### src/rtl/ssd_pkg.sv
// Shared constants and blanking helper for the seven-segment scanner.
package ssd_pkg;

  localparam int DIGIT_W = 4;
  localparam int MAX_DIGITS = 8;
  localparam logic [DIGIT_W-1:0] BCD_BLANK = 4'hF;

  // Bit i set when digit i and all digits above it are zero with no dp.
  function automatic logic [MAX_DIGITS-1:0] lz_mask(
    input logic [DIGIT_W*MAX_DIGITS-1:0] disp,
    input logic [MAX_DIGITS-1:0]         dp,
    input int                            n
  );
    logic keep;
    lz_mask = '0;
    keep = 1'b1;
    for (int i = MAX_DIGITS-1; i > 0; i--) begin
      if (i < n) begin
        if (disp[i*DIGIT_W +: DIGIT_W] != '0 || dp[i])
          keep = 1'b0;
        lz_mask[i] = keep;
      end
    end
  endfunction

endpackage

### src/rtl/ssd_prescaler.sv
// Refresh prescaler: one-cycle tick every REFRESH_DIV clocks.
module ssd_prescaler #(
  parameter int unsigned REFRESH_DIV = 100000
) (
  input  logic clk,
  input  logic rst,
  output logic tick
);

  localparam int unsigned CW =
    (REFRESH_DIV > 1) ? $clog2(REFRESH_DIV) : 1;
  localparam logic [CW-1:0] LAST = CW'(REFRESH_DIV-1);

  logic [CW-1:0] cnt_q, cnt_d;

  assign tick = (cnt_q == LAST);

  always_comb begin
    cnt_d = tick ? '0 : cnt_q + CW'(1);
  end

  always_ff @(posedge clk or posedge rst) begin
    if (rst) cnt_q <= '0;
    else     cnt_q <= cnt_d;
  end

endmodule

### src/rtl/ssd_scanner.sv
// Multiplexed common-anode digit scanner with leading-zero blanking
// and frame-synchronous load of the displayed value.
module ssd_scanner
  import ssd_pkg::*;
#(
  parameter int unsigned REFRESH_DIV = 100000,
  parameter int unsigned NUM_DIGITS  = 4
) (
  input  logic                    clk,
  input  logic                    rst,
  input  logic [4*NUM_DIGITS-1:0] value,
  input  logic [NUM_DIGITS-1:0]   dp_in,
  input  logic                    blank_lz,
  input  logic                    load,
  output logic                    busy,
  output logic [3:0]              bcd,
  output logic                    dp_n,
  output logic [NUM_DIGITS-1:0]   an,
  output logic                    frame_done
);

  localparam int unsigned IW =
    (NUM_DIGITS > 1) ? $clog2(NUM_DIGITS) : 1;
  localparam logic [IW-1:0] LAST = IW'(NUM_DIGITS-1);
  localparam int VW = DIGIT_W*NUM_DIGITS;

  logic                  tick;
  logic                  boundary;
  logic [IW-1:0]         idx_q, idx_d;
  logic [VW-1:0]         stage_q, stage_d;
  logic [VW-1:0]         disp_q, disp_d;
  logic [NUM_DIGITS-1:0] sdp_q, sdp_d;
  logic [NUM_DIGITS-1:0] ddp_q, ddp_d;
  logic                  busy_q, busy_d;
  logic [NUM_DIGITS-1:0] an_q, an_d;
  logic [3:0]            bcd_q, bcd_d;
  logic                  dpn_q, dpn_d;
  logic                  fd_q, fd_d;
  logic [MAX_DIGITS-1:0] mask;
  logic [3:0]            nib;
  logic                  blank;

  ssd_prescaler #(
    .REFRESH_DIV(REFRESH_DIV)
  ) u_pre (
    .clk (clk),
    .rst (rst),
    .tick(tick)
  );

  assign boundary = tick && (idx_q == LAST);

  always_comb begin
    idx_d   = idx_q;
    stage_d = stage_q;
    sdp_d   = sdp_q;
    disp_d  = disp_q;
    ddp_d   = ddp_q;
    busy_d  = busy_q;
    an_d    = an_q;
    bcd_d   = bcd_q;
    dpn_d   = dpn_q;
    fd_d    = boundary;

    if (busy_q) begin
      if (boundary) begin
        disp_d = stage_q;
        ddp_d  = sdp_q;
        busy_d = 1'b0;
      end
    end else if (load) begin
      stage_d = value;
      sdp_d   = dp_in;
      busy_d  = 1'b1;
    end

    if (tick)
      idx_d = boundary ? '0 : idx_q + IW'(1);

    // Use the post-commit register so a new frame starts with new data.
    mask  = lz_mask(32'(disp_d), 8'(ddp_d), NUM_DIGITS);
    nib   = disp_d[idx_d*DIGIT_W +: DIGIT_W];
    blank = blank_lz && mask[idx_d];

    if (tick) begin
      an_d  = ~(NUM_DIGITS'(1) << idx_d);
      bcd_d = blank ? BCD_BLANK : nib;
      dpn_d = blank | ~ddp_d[idx_d];
    end
  end

  always_ff @(posedge clk or posedge rst) begin
    if (rst) begin
      idx_q   <= LAST;
      stage_q <= '0;
      sdp_q   <= '0;
      disp_q  <= '0;
      ddp_q   <= '0;
      busy_q  <= 1'b0;
      an_q    <= '1;
      bcd_q   <= BCD_BLANK;
      dpn_q   <= 1'b1;
      fd_q    <= 1'b0;
    end else begin
      idx_q   <= idx_d;
      stage_q <= stage_d;
      sdp_q   <= sdp_d;
      disp_q  <= disp_d;
      ddp_q   <= ddp_d;
      busy_q  <= busy_d;
      an_q    <= an_d;
      bcd_q   <= bcd_d;
      dpn_q   <= dpn_d;
      fd_q    <= fd_d;
    end
  end

  assign busy       = busy_q;
  assign an         = an_q;
  assign bcd        = bcd_q;
  assign dp_n       = dpn_q;
  assign frame_done = fd_q;

endmodule
### config.mk
export PLATFORM = sky130hd
export DESIGN_NAME = ssd_scanner
export DESIGN_NICKNAME = d
export VERILOG_FILES = /design/src/rtl/ssd_pkg.sv /design/src/rtl/ssd_prescaler.sv /design/src/rtl/ssd_scanner.sv
export SDC_FILE = /design/constraint.sdc
export NUM_CORES = 1
export LEC_CHECK = 0
export ABC_AREA = 1
export BUFFER_PORTS_ARGS = -buffer_cell sky130_fd_sc_hd__buf_2
export CORE_MARGIN = 5
export CORE_UTILIZATION = 30
export CTS_BUF_LIST = sky130_fd_sc_hd__clkbuf_8
export CTS_CLUSTER_SIZE = 20
export DETAILED_ROUTE_END_ITERATION = 8
export PLACE_DENSITY = 0.58
export SETUP_SLACK_MARGIN = 0.4
export SYNTH_ARGS = -nofsm -noshare
export SYNTH_HDL_FRONTEND = slang
export SYNTH_SLANG_ARGS = --single-unit
### constraint.sdc
create_clock -name clk -period 3.2 [get_ports clk]
set_input_delay 0.32 -clock clk [delete_from_list [all_inputs] [get_ports clk]]
set_output_delay 0.32 -clock clk [all_outputs]
set_load 0.02 [all_outputs]
# Word level (Yosys, flattened, before mapping)
# Index checks and enable logic that the tools add are counted.
[classes]
n_shift = 2
n_addsub = 2
n_eq_ne = 2
n_bitwise = 4
reduce_logical = 9
mux = 18
order_cmp = 2
[ops]
columns = ["cell", "n"]
rows = [
  ["$mux W16", 2],
  ["$add A17 B1 Y17 const B", 1],
  ["$eq A17 B17 Y1 const B", 1],
  ["$mux W17", 1],
  ["$shiftx A16 B5 Y4", 1],
  ["$mux W4", 3],
  ["$reduce_bool A4 Y1", 3],
  ["$mux W1", 8],
  ["$bmux W1 S2", 2],
  ["$lt A2 B4 Y1 const B", 1],
  ["$mux W2", 2],
  ["$not A4 Y4", 1],
  ["$shl A1 B2 Y4 const A", 1],
  ["$logic_or A1 B1 Y1", 3],
  ["$lt A2 B3 Y1 const B", 1],
  ["$add A2 B1 Y2 const B", 1],
  ["$eq A2 B2 Y1 const B", 1],
  ["$logic_and A1 B1 Y1", 2],
  ["$not A1 Y1", 2],
  ["$reduce_and A2 Y1", 1],
  ["$or A1 B1 Y1", 1],
]
[totals]
output_inout_bits = 11
input_bits = 24
word_cells = 50
register_bits = 70

# Longest topological paths before layout
# Gate-level depths: netlist of run 1.
[logic_depth]
ltp_word = 13
ltp_mapped = 14
ltp_nobuf = 14

# By module
# A second synthesis of run 1 with hierarchy kept.
[hier_totals]
cells_unflattened = 401
area_unflattened_um2 = 3368.2
[modules_own_cells]
columns = ["module", "instances", "seq_area_each_um2", "cells_per_inst", "area_each_um2"]
rows = [
  ["ssd_scanner", 1, 1340.0, 257, 2391.0],
  ["ssd_prescaler", 1, 425.4, 144, 977.2],
]

# Worst setup path after synthesis of run 1
# No wires, ideal clock.
[synth_timing]
kind = "reg-to-reg"
startpoint = "reg u_pre.cnt_q[0]"
endpoint = "reg bcd_q[2], in the netlist bcd[2]"
t_required_ps = 3127
path_buffers = 0
setup_time_ps = 73
path_stages_with_launch = 14
slack_ps = 1384
t_arrival_ps = 1743
period_less_slack_ps = 1816
cell_sequence = "dfrtp_1 > ha_1 > nand3_2 > inv_1 > nand3_1 > nor2_4 > nand2_1 > o21ai_2 > nand2_1 > clkinv_1 > nand2_1 > nand4_1 > nor2_1 > a21oi_1"
[synth_between]
elab_chain_cells = 13
word_cells_on_any_way = 22
classes_between = "eq/ne: 1; shift: 1; mux: 12; reduce/logical: 8"
[synth_rtl]
columns = ["element", "line", "text"]
rows = [
  ["start, declared", "ssd_prescaler.sv:14", "logic [CW-1:0] cnt_q, cnt_d;"],
  ["start signal, assigned", "ssd_prescaler.sv:24", "else cnt_q <= cnt_d;"],
  ["$eq A17 B17 Y1 *", "ssd_prescaler.sv:16", "assign tick = (cnt_q == LAST);"],
  ["$logic_and A1 B1 Y1", "ssd_scanner.sv:51", "assign boundary = tick && (idx_q == LAST);"],
  ["$mux W16", "ssd_scanner.sv:66", "if (boundary) begin"],
  ["$mux W16", "ssd_scanner.sv:65", "if (busy_q) begin"],
  ["$reduce_bool A4 Y1", "ssd_pkg.sv:19", "if (disp[i*DIGIT_W +: DIGIT_W] != '0 || dp[i])"],
  ["$logic_or A1 B1 Y1", "ssd_pkg.sv:19", ""],
  ["$mux W1 (3 in series)", "ssd_pkg.sv:19", ""],
  ["$bmux W1 S2", "ssd_scanner.sv:83", "blank = blank_lz && mask[idx_d];"],
  ["$mux W1 (implied by the code)", "ssd_scanner.sv:83", ""],
  ["$logic_and A1 B1 Y1", "ssd_scanner.sv:83", ""],
  ["$mux W4", "ssd_scanner.sv:87", "bcd_d = blank ? BCD_BLANK : nib;"],
  ["end signal, assigned", "ssd_scanner.sv:101", "bcd_q <= BCD_BLANK;"],
  ["end signal, assigned", "ssd_scanner.sv:112", "bcd_q <= bcd_d;"],
  ["end, declared", "ssd_scanner.sv:36", "logic [3:0] bcd_q, bcd_d;"],
]
# Every way passes the cells marked *; elsewhere a longest branch is shown, timed or not. The select of a mux whose other input is x is not followed.
# A chain may end at the register's enable or synchronous reset.

# Worst setup path in the final report of run 1
[layout_timing]
startpoint = "reg u_pre.cnt_q[0]"
endpoint = "reg bcd_q[1], in the netlist bcd[1]"
# The elaborated chain is that of the path after synthesis.

==> metrics.txt, run 1 <==
outcome finished clean; Seq/Total Area, Yosys 0.5471; Design Power 0.001624 W; Critical Path AT 2.63 ns; first-pass GRT wire length between 10000 and 15000 um; CTS tree done; fmax between 400 and 500 MHz; Worst Slack Setup Final 0.8512 ns; total grt overflow 0; mux share of post-synthesis cell area 0.04886; DRT iter0 DRCs 116; Worst Hold Class primary input to async pin; core area approximately 0.010 mm^2; Chip Width 113.7 um; post-synth net total 382; Switch Pwr just over 0.0004 W; post-synthesis compound-gate area fraction 0.06708; Placed Cells 523; Routed Antenna Nets 0; Initial DRT Pass Iterations 4; Synth cell types 32; Inserted Clock Buffers 9; Worst Tran Pin Value 0.9251 ns; share of cells above drive strength 1 0.2680; WL per Instance around 13 um; CP startpoint kind flop; final std cells w/o fill 539; CTS Hold Buffers Added 0; synth-to-layout area growth 15.78%; Clk pin slew, worst setup/hold paths around 0.08 ns; post-CTS sizing 0; Final Wtd Congestion 0.8208; Setup WS pre-CTS 0.8230 ns; final worst-path cycle share 0.7340; gr usage total 0.1167; # Post-CTS Setup Buffers 0; Slew headroom 0.3818; most frequent cells in the layout 76 x nand2_1, 59 x dfrtp_1, 40 x nor2_1, 39 x inv_1, 34 x buf_2; DP HPWL between 5000 and 6000 um; clk buf depth 2; CP Capture Type flop; max-slew violation count 0; clk_skew 0.01249 ns; Via density 4.605; drc violations 0; RSZ-0062 raised after global routing false; Synth Register Bits 70; clock sink count 70; final setup vio count 0; clock root buffer clkbuf_8; Synth Area in Adders 0.007755; total die area 0.01293 mm^2; Clk pwr share 0.401; die height 113.7 um; crit path max fanout 14; max-cap viol count 0; Post-Synthesis Cell Area 0.003227 mm^2; ANT cells 0; Rows 37; VDD IR max 0.2694 mV; Final Hold Fails 0; Internal between 0.001 and 0.0015 W; leak pwr 1.898 nW; post-synthesis xor/xnor area fraction 0.005428; Synth warnings 0; Skew-Pair Late Insertion Delay ~0.35 ns; H-tree depth 3; PortBufs 34; largest net degree at the start of global routing 31; min Tclk post-route roughly 2.3 ns; main combinational cell family by area after synthesis simple AND/OR/NAND/NOR gates; switching share of power 0.2482; Post-Route WL around 7000 um; Post-Synthesis Cells ~360; sequential fraction of design power 0.564; setup TNS 0 ns; Final nets 424; Avg Inst Size Synth 9.064 um^2; initial antenna violation count 0; Simple-Gate Fraction of Synth Area 0.2551; Top Ports 35; Starting Density 0.3098; detailed-route via count about 2.5k; Critical Path RT 3.48 ns; Setup CP Type flop to flop; vias in the first global route 2499; Comb power frac 0.035; reg2reg setup slack 0.85 ns; most common cell after layout, fill and taps aside nand2_1; Cell Pwr Density 434.7 mW/mm^2
==> synth_stat cells <==
cell type  count  area [um^2]
buf_4          1        7.510
o21ai_2        1        8.760
o21ai_1        1        5.000
clkinv_1       2        7.510
ha_1           2        25.02
nor3_4         1        16.27
nand4_1       15        93.84
xor2_1         2        17.52
nand2_2       11        68.82
nor2_4         1        11.26
a21oi_1       18        90.09
buf_6          2        22.52
inv_1         40        150.1
nand3_2        3        30.03
dfrtp_1       59         1476
inv_2          4        15.01
mux2_2        14        157.7
or2_2          1        6.260
nor3_2         1        10.01
nor4_1         1        6.260
dfstp_2       11        289.0
nor2_2         3        18.77
nor3_1         2        10.01
clkbuf_1       5        18.77
nand4_4        1        21.27
o21ai_0       13        65.06
nand2_1       76        285.3
nor2_1        40        150.1
o221ai_1       1        8.760
o211a_1        2        20.02
nand3_1       19        95.09
o22ai_1        3        18.77
==> path summary, 6_finish.rpt <==
check | startpoint | end | cells past startpoint
max reg2reg | u_pre.cnt_q[0] | bcd[1] | 12
min | rst | stage_q[0] | 2
max in group asynchronous | rst | an[0] | 3
max | u_pre.cnt_q[0] | bcd[1] | 12
min in group clk | value[15] | stage_q[15] | 2
min reg2reg | u_pre.cnt_q[0] | u_pre.cnt_q[0] | 1
==> kinds of logic after synthesis <==
| kind of cell | Yosys count |
|---|---|
| adders and majority gates | 2 |
| AOI/OAI and AO/OA | 39 |
| buffers and inverters | 54 |
| xor gates and xnor gates | 2 |
| and+or+nand+nor | 175 |
| DFF | 70 |
| muxes | 14 |
==> critical path: stages, from the launching register on <==
cell     delay [ns]
dfrtp_1        0.38
ha_1           0.21
nand3_2        0.12
inv_1          0.16
nand3_1        0.13
nor2_4         0.32
nand2_1        0.18
o21ai_2        0.19
nor2_1         0.17
nand2_1        0.11
nand4_1        0.12
nor2_1         0.11
a21oi_1        0.08
==> layer usage <==
| metal | vias to the layer above | GRT usage | routed length, um | share of wire |
|---|---|---|---|---|
| met5 | - | 0 | 0 | 0 |
| met4 | 0 | 0.03205 | 80 | 0.011 |
| met3 | 9 | 0.04138 | 362 | 0.052 |
| met2 | 65 | 0.1853 | 3306 | 0.47 |
| met1 | 1169 | 0.1512 | 3234 | 0.46 |
| li1 | 1239 | - | - | - |
==> power groups by stage <==
stage / combinational, W / clock [W] / sequential (W)
6_report: 0.0000562 / 0.000652 / 0.000916
5_1_grt: 0.0000659 / 0.000713 / 0.000919
4_1_cts: 0.0000589 / 0.000673 / 0.000916
3_3_place_gp: 0.0000573 / 0 / 0.000932
2_1_floorplan: 0.0000332 / 0 / 0.000930
3_5_place_dp: 0.0000585 / 0 / 0.000934
==> sequential cells by signal, indices dropped and copies added, names as in the netlist <==
signal and flops:
stage_q 16, dp_n 1, u_pre.cnt_q 17, sdp_q 4, frame_done 1, ddp_q 4, idx_q 2, an 4
busy 1, disp_q 16, bcd 4
==> stage by stage <==
stage	cell area, um^2	utilization	hold WS [ns]
floorplan	3227	-	0.4329
global placement	3556	0.3414	0.4460
detailed placement	3556	0.3414	0.4457
CTS	3736	0.3587	0.06152
global route	3736	0.3587	0.1044
finish	3736	0.3587	0.04534
==> layout make-up <==
type                       instances  area, um^2
tap                              136       170.2
inverter                          46       172.7
multi-input combinational        232        1240
fill                            1101        6680
clock inverter                     7       56.30
clock buffer                       9       123.9
sequential                        70        1765
timing repair buffer              39       207.7
Power figures use the tool's default switching activity.
==> run 2, diff against run 1 <==
Clock period 3.2 ns to 2.45 ns, I/O delays scaled along.
==> metrics.txt, run 2 (synthesis gave the netlist of run 1 again) <==
max-slew violation count 0; PortBufs 34; final worst-path cycle share 0.8641; Inserted Clock Buffers 9; min Tclk post-route 2.117 ns; clk_skew roughly 0.013 ns; Post-Route WL 7642 um; RSZ-0062 raised after global routing true; reg2reg setup slack 0.33 ns; Setup CP Type flop to flop; share of cells above drive strength 1 0.3860; Rows 37; clock sink count 70; initial antenna violation count 0; WHS Path Cells 2; detailed-route via count 2595; largest net degree at the start of global routing 47; crit path max fanout 5; Critical Path AT about 2.4 ns; fmax 472.3 MHz; Final Hold Fails 0; most common cell after layout, fill and taps aside nand2_1; Worst Hold Class primary input to flop; Initial DRT Pass Iterations 4; total grt overflow 0; Starting Density 0.3098; most frequent cells in the layout 65 x nand2_1, 58 x dfrtp_1, 36 x inv_1, 34 x buf_2, 33 x nor2_1; WL per Instance 13.50 um; HP Start value[8]; CTS tree done; core area 0.01042 mm^2; first-pass GRT wire length 12880 um; CP Capture Type flop; setup TNS 0 ns; Worst Tran Pin Value around 0.63 ns; gr usage total 0.1249; die height around 110 um; clock root buffer clkbuf_8; Critical Path RT 2.72 ns; biggest regs u_pre.cnt_q (17), disp_q (16), stage_q (16); Placed Cells 524; outcome finished clean; clk buf depth 2; Cell Pwr Density 548.5 mW/mm^2; Via density 4.585; Final nets roughly 450; Skew-Pair Late Insertion Delay 0.34 ns; CP startpoint kind flop; DRT iter0 DRCs 114; R2R Path End bcd[1]; max reg flops 17; ANT cells 0; Largest Register u_pre.cnt_q; final std cells w/o fill 566; # fillers 1036; H-tree depth 3; Routed Antenna Nets 0; synth-to-layout area growth 30.52%; R2R Path Start u_pre.cnt_q[5]; Chip Width 113.7 um; max-cap viol count 0; Hold Path End stage_q[8]; DP HPWL between 5000 and 6000 um; Top Ports 35; Slew headroom 0.5760; Final Wtd Congestion between 0.8 and 0.9; drc violations 0; worst r2r path cells 13; total die area about 0.013 mm^2; leak pwr 2.085 nW; Clk pin slew, worst setup/hold paths 0.08 ns; vias in the first global route 2604; final setup vio count 0; VDD IR max approximately 0.3 mV
run 2: cell count changes in the layout (fill, tap and decap cells not counted), moves of 5 or more:
cell,delta
buf_4,+20
nor2_1,-7
nor2_2,+5
nand2_2,+7
nand2_1,-11
run 2: timing repair:
action | in CTS | in global routing
endpoints found under the setup margin | 5 | 11
setup buffers | 17 | 6
pin swaps | 14 | 16
hold endpoints to repair | 20 | 0
resized for setup | 18 | 30
gates cloned | 2 | 0
hold buffers | 1 | 0
run 2: layout make-up:
cell class	count	area, um^2	share of cell area
repair buffers	64	447.9	0.1064
multi-input cells	234	1429	0.3393
flip-flops and latches	70	1767	0.4195
clock buffers	10	137.6	0.03268
clock inverters	6	87.58	0.02080
inverters	46	172.7	0.04100
well taps	136	170.2	0.04040
run 2: report_power, final:
part	switching [W]	internal (W)
logic	0.0000394	0.0000357
clock network	0.000439	0.000599
registers	0.0000126	0.00118
run 2: critical path: stages, from the launching register on:
cell     delay (ns)
dfrtp_1        0.41
inv_1          0.14
nand2_2        0.09
nor3_4         0.22
buf_12         0.15
nand4_4        0.17
buf_12         0.20
nand2_4        0.06
nand2_4        0.05
nor2_2         0.10
nand2_1        0.06
nor2_2         0.14
nand3_4        0.12
a21oi_2        0.14
run 2: layer usage:
layer / track usage / vias to the layer above / share of wire
met2: 0.2049 / 46 / 0.52
met5: 0 / - / 0
li1: - / 1297 / -
met1: 0.1621 / 1239 / 0.44
met4: 0.03766 / 0 / 0.015
met3: 0.03236 / 13 / 0.030
run 2: stage by stage:
| stage | hold WS [ns] | utilization | power, W | setup WS [ns] | area (um^2) |
|---|---|---|---|---|---|
| after floorplan | 0.3835 | - | 0.001258 | 0.4550 | 3227 |
| after global placement | 0.3225 | 0.3445 | 0.001291 | 0.2357 | 3588 |
| after detailed placement | 0.3330 | 0.3445 | 0.001295 | 0.1883 | 3588 |
| after CTS | 0.1109 | 0.3886 | 0.002348 | 0.3280 | 4048 |
| after global routing | 0.1111 | 0.4043 | 0.002416 | 0.2189 | 4212 |
| final | 0.1246 | 0.4043 | 0.002310 | 0.3328 | 4212 |
run 2: worst max-delay path by stage:
stage                          from  endpoint  slack [ns]
floorplan                       rst      busy        0.45
global placement    u_pre.cnt_q[11]    bcd[0]        0.24
detailed placement  u_pre.cnt_q[11]    bcd[1]        0.19
CTS                  u_pre.cnt_q[8]    bcd[1]        0.33
global route         u_pre.cnt_q[6]    bcd[1]        0.22
finish               u_pre.cnt_q[5]    bcd[1]        0.33
==> run 3, diff against run 2 <==
Settings changed: CAP_MARGIN set to 20, MAX_ROUTING_LAYER set to met4, SETUP_SLACK_MARGIN 0.4 to 0.3.
==> metrics.txt, run 3 (synthesis gave the netlist of run 1 again) <==
outcome finished clean; die height about 110 um; CP startpoint kind flop; first-pass GRT wire length between 10000 and 15000 um; Rows 37; Setup CP Type flop to flop; ANT cells 0; reg2reg setup slack 0.36 ns; WL per Instance 13.29 um; Slew headroom 0.5956; DP HPWL 5149 um; biggest regs u_pre.cnt_q (17), disp_q (16), stage_q (16); VDD IR max around 0.29 mV; most common cell after layout, fill and taps aside nand2_1; vias in the first global route 2463; CP Capture Type flop; total die area roughly 0.013 mm^2; R2R Path Start u_pre.cnt_q[11]; Largest Register u_pre.cnt_q; final worst-path cycle share 0.8547; detailed-route via count 2561; Final Wtd Congestion 0.8332; share of cells above drive strength 1 0.3726; final setup vio count 0; Inserted Clock Buffers 9; Post-Route WL 7441 um; leak pwr between 2 and 2.5 nW; crit path max fanout 8; Critical Path AT roughly 2.4 ns; setup TNS 0 ns; Placed Cells ~530; Critical Path RT 2.72 ns; max reg flops 17; HP Start dp_in[0]; Hold Path End sdp_q[0]; clock sink count 70; worst r2r path cells 14; CTS tree done; DRT iter0 DRCs 119; Starting Density 0.3098; area of the multi-input gates between 0.001 and 0.0015 mm^2; most frequent cells in the layout 66 x nand2_1, 59 x dfrtp_1, 36 x inv_1, 34 x nor2_1, 34 x buf_2; Final nets between 400 and 500; Final Hold Fails 0; min Tclk post-route 2.094 ns; WHS Path Cells 2; PortBufs 34; clk_skew 0.01306 ns; Top Ports 35; Routed Antenna Nets 0; drc violations 0; # fillers 1055; clk buf depth 2; R2R Path End bcd[3]; Via density 4.573; gr usage total 0.1194; initial antenna violation count 0; Chip Width 113.7 um; Cell Pwr Density 511.7 mW/mm^2; Initial DRT Pass Iterations 4; Worst Tran Pin Value 0.6052 ns; RSZ-0062 raised after global routing true; WHS 0.1223 ns; total grt overflow 0; Clk pin slew, worst setup/hold paths 0.09 ns; fmax about 480 MHz; synth-to-layout area growth 27.06%; Skew-Pair Late Insertion Delay 0.35 ns; H-tree depth 3; largest net degree at the start of global routing 48; Seq. cell area approximately 0.0018 mm^2; max-cap viol count 0; max-slew violation count 0; final std cells w/o fill 560; core area roughly 0.010 mm^2; Worst Hold Class primary input to flop; Design Power 0.002098 W; clock root buffer clkbuf_8
## run 3: critical path, cell delays in order (launching register included)
cell and delay [ns]:
dfrtp_1 0.41, inv_2 0.10, nand2_2 0.07, nor2_4 0.12, nand2_2 0.08, nor2_4 0.24, nand4_4 0.12, buf_6 0.18
nand2_1 0.07, nand2_2 0.08, nor2_2 0.12, nand3_2 0.09, nand2_2 0.10, nand3_4 0.11, a21oi_2 0.15
## run 3: metrics by stage
| step | setup WS [ns] | utilization | cell area (um^2) |
|---|---|---|---|
| finish | 0.3560 | 0.3936 | 4100 |
| global route | 0.2229 | 0.3936 | 4100 |
| CTS | 0.3035 | 0.3659 | 3811 |
| detailed placement | 0.2217 | 0.3440 | 3583 |
| global placement | 0.2488 | 0.3440 | 3583 |
| floorplan | 0.4550 | - | 3227 |
## run 3: worst max path at each step
stage	from	end
floorplan	rst	busy
detailed placement	u_pre.cnt_q[11]	bcd[0]
global route	u_pre.cnt_q[11]	bcd[3]
finish	u_pre.cnt_q[11]	bcd[3]
CTS	u_pre.cnt_q[0]	bcd[3]
global placement	u_pre.cnt_q[11]	bcd[0]
## run 3: metal layers
layer,track usage,share of wire
met5,-,0
met4,0.04327,0.012
met3,0.02387,0.028
met2,0.1877,0.49
met1,0.1533,0.47
## run 3: cell type report
type                    instances  share of cell area
multi-input cells             234              0.3457
inverters                      46             0.04211
repair buffers                 58             0.09704
well taps                     136             0.04150
flip-flops and latches         70              0.4306
clock inverters                 7             0.01282
clock buffers                   9             0.03021
## run 3: what timing repair did
| item | in CTS | in global routing |
|---|---|---|
| endpoints found under the setup margin | 4 | 10 |
| pin swaps | 1 | 19 |
| hold buffers | 1 | 0 |
| setup buffers | 2 | 13 |
| resized for setup | 3 | 45 |
| gates cloned | 1 | 2 |
| endpoints found under the hold margin | 20 | 0 |
## run 3: report_power, final
part	switching [W]	leakage (nW)	internal [W]
combinational	0.0000411	1.05	0.0000355
clock	0.000457	0.0828	0.000368
sequential	0.0000128	0.882	0.00118
total	0.000511	2.02	0.00159
